<file path="src/rtl/fetch_unit_pkg.sv">
// fetch_unit_pkg: PC-mux select codes and fetch FSM state encoding shared by the fetch unit and its bench
package fetch_unit_pkg;
    localparam int SEL_PC_WIDTH = 2;
    localparam logic [SEL_PC_WIDTH-1:0] SEL_PC_ADD4 = 2'd0;
    localparam logic [SEL_PC_WIDTH-1:0] SEL_PC_JAL  = 2'd1;
    localparam logic [SEL_PC_WIDTH-1:0] SEL_PC_JALR = 2'd2;
    localparam int FETCH_STATE_WIDTH = 3;
    typedef enum logic [FETCH_STATE_WIDTH-1:0] {
        S_RESET = 3'd0,
        S_REQ   = 3'd1,
        S_WAIT  = 3'd2,
        S_HOLD  = 3'd3,
        S_HALT  = 3'd4
    } fetch_state_e;
endpackage

</file>
<file path="src/rtl/next_pc_gen.sv">
// next_pc_gen: combinational next-PC selection (JALR > JAL > taken branch > pc+4) with misalignment flag
module next_pc_gen
    import fetch_unit_pkg::*;
#(
    parameter int ADDR_W = 32
) (
    input  logic [ADDR_W-1:0]       pc,
    input  logic [SEL_PC_WIDTH-1:0] pc_sel,
    input  logic                    br_taken,
    input  logic [31:0]             imm,
    input  logic [31:0]             rs1_data,
    output logic [ADDR_W-1:0]       next_pc,
    output logic                    misaligned
);
    logic [ADDR_W-1:0] imm_a;
    logic [ADDR_W-1:0] rs1_a;
    assign imm_a = ADDR_W'(imm);
    assign rs1_a = ADDR_W'(rs1_data);
    always_comb begin
        next_pc    = (pc_sel == SEL_PC_JALR)              ? (rs1_a + imm_a) & ~ADDR_W'(1) :
                     (pc_sel == SEL_PC_JAL || br_taken)   ? pc + imm_a :
                                                            pc + ADDR_W'(4);
        misaligned = |next_pc[1:0];
    end
endmodule

</file>
<file path="src/rtl/fetch_unit.sv">
// fetch_unit: single-outstanding, non-speculative instruction fetch holding one instruction for decode
module fetch_unit
    import fetch_unit_pkg::*;
#(
    parameter int                ADDR_W   = 32,
    parameter logic [ADDR_W-1:0] RESET_PC = '0
) (
    input  logic                    clk,
    input  logic                    rst_n,
    output logic                    imem_req_valid,
    input  logic                    imem_req_ready,
    output logic [ADDR_W-1:0]       imem_addr,
    input  logic                    imem_rsp_valid,
    input  logic [31:0]             imem_rsp_data,
    output logic [31:0]             code,
    output logic                    code_valid,
    output logic [ADDR_W-1:0]       pc,
    input  logic                    id_ready,
    input  logic [SEL_PC_WIDTH-1:0] pc_sel,
    input  logic                    br_taken,
    input  logic [31:0]             imm,
    input  logic [31:0]             rs1_data,
    output logic                    fetch_err
);
    fetch_state_e      state_q, state_d;
    logic [ADDR_W-1:0] pc_q, pc_d, next_pc;
    logic [31:0]       code_q, code_d;
    logic              code_valid_q, code_valid_d;
    logic              fetch_err_q, fetch_err_d;
    logic              misaligned;

    next_pc_gen #(.ADDR_W(ADDR_W)) u_next_pc_gen (
        .pc         (pc_q),
        .pc_sel     (pc_sel),
        .br_taken   (br_taken),
        .imm        (imm),
        .rs1_data   (rs1_data),
        .next_pc    (next_pc),
        .misaligned (misaligned)
    );

    always_comb begin
        state_d      = state_q;
        pc_d         = pc_q;
        code_d       = code_q;
        code_valid_d = code_valid_q;
        fetch_err_d  = fetch_err_q;
        case (state_q)
            S_RESET: state_d = S_REQ;
            S_REQ:   state_d = imem_req_ready ? S_WAIT : S_REQ;
            S_WAIT: begin
                if (imem_rsp_valid) begin
                    code_d       = imem_rsp_data;
                    code_valid_d = 1'b1;
                    state_d      = S_HOLD;
                end
            end
            S_HOLD: begin
                if (id_ready) begin
                    pc_d         = next_pc;
                    code_valid_d = 1'b0;
                    fetch_err_d  = misaligned;
                    state_d      = misaligned ? S_HALT : S_REQ;
                end
            end
            S_HALT:  state_d = S_HALT;
            default: state_d = S_RESET;
        endcase
    end

    always_ff @(posedge clk or negedge rst_n) begin
        if (!rst_n) begin
            state_q      <= S_RESET;
            pc_q         <= RESET_PC;
            code_q       <= '0;
            code_valid_q <= 1'b0;
            fetch_err_q  <= 1'b0;
        end else begin
            state_q      <= state_d;
            pc_q         <= pc_d;
            code_q       <= code_d;
            code_valid_q <= code_valid_d;
            fetch_err_q  <= fetch_err_d;
        end
    end

    assign imem_req_valid = (state_q == S_REQ);
    assign imem_addr      = pc_q;
    assign pc             = pc_q;
    assign code           = code_q;
    assign code_valid     = code_valid_q;
    assign fetch_err      = fetch_err_q;
endmodule

</file>
<file path="config.mk">
export PLATFORM = sky130hd
export DESIGN_NAME = fetch_unit
export DESIGN_NICKNAME = d
export VERILOG_FILES = /design/src/rtl/fetch_unit_pkg.sv /design/src/rtl/next_pc_gen.sv /design/src/rtl/fetch_unit.sv
export SDC_FILE = /design/constraint.sdc
export NUM_CORES = 1
export LEC_CHECK = 0
export CORE_MARGIN = 2
export CORE_UTILIZATION = 55
export CTS_BUF_LIST = sky130_fd_sc_hd__clkbuf_4 sky130_fd_sc_hd__clkbuf_8
export DETAILED_ROUTE_END_ITERATION = 12
export PLACE_DENSITY = 0.95
export SYNTH_ARGS = -nofsm -noshare
export SYNTH_HDL_FRONTEND = slang
export SYNTH_HIERARCHICAL = 1
export SYNTH_SLANG_ARGS = --single-unit
</file>
<file path="constraint.sdc">
create_clock -name clk -period 7 [get_ports clk]
set_input_delay 1.05 -clock clk [delete_from_list [all_inputs] [get_ports clk]]
set_output_delay 1.05 -clock clk [all_outputs]
set_load 0.03 [all_outputs]
</file>
==> flow_metrics.env <==
export IMPL_num_io_pins=203
export IMPL_startpoint_type="input pin"
export IMPL_dr_pass1_iters=5
export IMPL_routed_wl_mm=21.0
export IMPL_post_cts_repair_setup_buffers=0
export IMPL_viasPerCell=6.23
export IMPL_worstReg2RegStart="imem_addr[0]"
export IMPL_finalCritPeriodShare_pct=57.8
export IMPL_cts_max_level=3
export IMPL_yosysWarnings=6
export IMPL_netlist_area_um2=7370
export IMPL_slew_headroom_pct=20.4
export IMPL_cp_max_fo=4
export IMPL_grt_max_degree=70
export IMPL_dr_total_vias=7103
export IMPL_reg2reg_depth=12
export IMPL_yosysSeqAreaShare_pct=23.4
export IMPL_clock_sinks=69
export IMPL_status="finished, final reports clean"
export IMPL_cts_resized=0
export IMPL_synth_commonest_cells="74 x a21oi_1, 69 x dfrtp_1, 62 x ha_1"
export IMPL_synthCells=806
export IMPL_max_freq_ghz=0.247
export IMPL_detail_route_wl_per_cell_um=18.4
export IMPL_fp_dieW_um=120
export IMPL_required_ps=7260
export IMPL_dp_hpwl_mm=15.7
export IMPL_crit_start="imm[0]"
export IMPL_synth_distinct_cells=79
export IMPL_reg2reg_slack_ps=3620
export IMPL_drtAntennaViolNets=0
export IMPL_syn_nets=974
export IMPL_min_path_type="reg2reg"
export IMPL_arrival_ps=4310
export IMPL_cts_buffers=9
export IMPL_yosys_register_bits=69
export IMPL_pre_cts_ws_ps=2600
export IMPL_place_gp_congestion=0.925
export IMPL_nNetsFinal=1128
export IMPL_clkTransAtPathRegs_ps=80
export IMPL_clockBufferDepth=2
export IMPL_antenna_found_initial=0
export IMPL_fp_dieH_um=120
export IMPL_period_minus_slack_ps=4050
export IMPL_maxCapViolCount=0
export IMPL_p_leak_nw=4.02
export IMPL_diodes=0
export IMPL_row_count=42
export IMPL_coreArea_um2=13200
export IMPL_grt_overflow=0
export IMPL_total_power_mw=4.08
export IMPL_synthArstFlopShare_pct=100
export IMPL_endpoint="imem_addr[26]"
export IMPL_clkLatencyLatePin_ps=370
export IMPL_cts_tree="yes"
export IMPL_area_growth_pct=27.5
export IMPL_rsz0062_at_grt="no"
export IMPL_yosysTopAreaCell="dfrtp_1"
export IMPL_layout_drive_gt1_share_pct=12.0
export IMPL_worstMarginPinSlew_ps=1190
export IMPL_setup_viol=0
export IMPL_finClkSkew_ps=6.36
export IMPL_r2r_end="imem_addr[26]"
export IMPL_powerDensity_nw_per_um2=434
export IMPL_ir_worst_vdd_uv=315
export IMPL_synth_most_common_cell="a21oi_1"
export IMPL_hold_viol_final=0
export IMPL_final_util_pct=71.2
export IMPL_clockRootBuffer="clkbuf_8"
export IMPL_grt_pass1_wl_mm=33.6
export IMPL_netlist_area_leader_share_pct=23.4
export IMPL_fin_setup_tns_ps=0
export IMPL_endpoint_kind="flop"
export IMPL_fin_ws_ps=2950
export IMPL_grt_usage_pct=28.8
export IMPL_io_buffer_count=202
export IMPL_slew_violations=0
export IMPL_cts_hold_buf=0
export IMPL_synth_edf_count=0
export IMPL_drc=0
export IMPL_syn_area_per_cell_um2=9.15
export IMPL_grt_pass1_vias=6805
export IMPL_start_util_pct=55.9
export IMPL_die_area_um2=14300
export IMPL_ys_flop_type="dfrtp_1"
export IMPL_path_class="in2reg"
export IMPL_yosys_top_cells_area="dfrtp_1 23%, ha_1 11%, mux2_4 5.9%"
export IMPL_drt_iter0_drc=542
[layout by cell type, fill, tap and decap left out, types with 18 or more instances in the layout]
cell type,n
clkdlybuf4s50_1,201
a21oi_1,73
dfrtp_1,69
ha_1,62
o21ai_0,44
nand2_1,43
a21o_1,39
xor2_1,39
mux2_2,37
nor2_1,31
xnor2_1,31
mux2_4,29
nand3_1,23
a211oi_1,18
[sequential cells by signal (all words and copies together), names as in the netlist]
register	count
code	32
code_valid	1
fetch_err	1
imem_addr	32
state_q	3
[critical path, stage by stage]
cell and delay, ps:
clkdlybuf4s50_1 460, ha_1 260, fa_1 450, a211oi_1 320, o21ai_1 160, nand3_1 180, a2111oi_0 140, a311oi_1 470
a21oi_1 170, xor2_1 170, a21oi_1 150, a21oi_1 50, mux2_2 270
[layout make-up]
type / instances / area [um^2]
multi-input cells: 660 / 5160
fillers: 996 / 3790
repair buffers: 206 / 2050
flip-flops and latches: 69 / 1730
well taps: 176 / 220
clock buffers: 10 / 138
inverters: 14 / 52.6
clock inverters: 6 / 47.5
[stage by stage]
step / instances / cell area (um^2) / hold WS [ps]
after CTS: 1141 / 9400 / 501
after detailed placement: 1125 / 9210 / 483
after global placement: 1125 / 9210 / 475
final: 1141 / 9400 / 497
after floorplan: 806 / 7370 / 472
after global routing: 1141 / 9400 / 523
[per-layer routing]
layer / wire length (um) / share of wire, % / vias to the layer above / track usage [%]
met1: 8750 / 42 / 3387 / 37.0
met2: 10100 / 48 / 372 / 47.9
li1: - / - / 3289 / -
met4: 646 / 3.1 / 0 / 12.3
met3: 1540 / 7.3 / 55 / 4.75
met5: 0 / 0 / - / 0
[where the power goes]
part           switching, mW  internal, mW  total, mW  leakage, nW
sequential             0.282         0.600      0.882        0.827
combinational           1.55          1.33       2.88         3.10
clock                  0.180         0.141      0.321       0.0928
total                   2.01          2.07       4.08         4.02
[logic make-up (layout without fill, tap and decap cells)]
kind of cell	count (synthesis)	count (layout)	synth area share, %
AOI/OAI and AO/OA	258	258	23.8
DFF	69	69	23.4
buffers and inverters	77	236	6.60
muxes	71	71	12.2
adders and majority gates	64	64	11.1
xor gates and xnor gates	70	70	8.32
and+or+nand+nor	197	197	14.5
[worst min path at each step]
| stage | from | end | slack (ps) | depth (start not counted) |
|---|---|---|---|---|
| after floorplan | state_q[2] | state_q[1] | 470 | 1 |
| after global placement | code_valid | code_valid | 470 | 1 |
| after detailed placement | code_valid | code_valid | 480 | 1 |
| after CTS | code_valid | code_valid | 500 | 1 |
| after global routing | code_valid | code_valid | 520 | 1 |
| final | code_valid | code_valid | 500 | 1 |
Note: power is estimated with default switching activity, not from simulation.
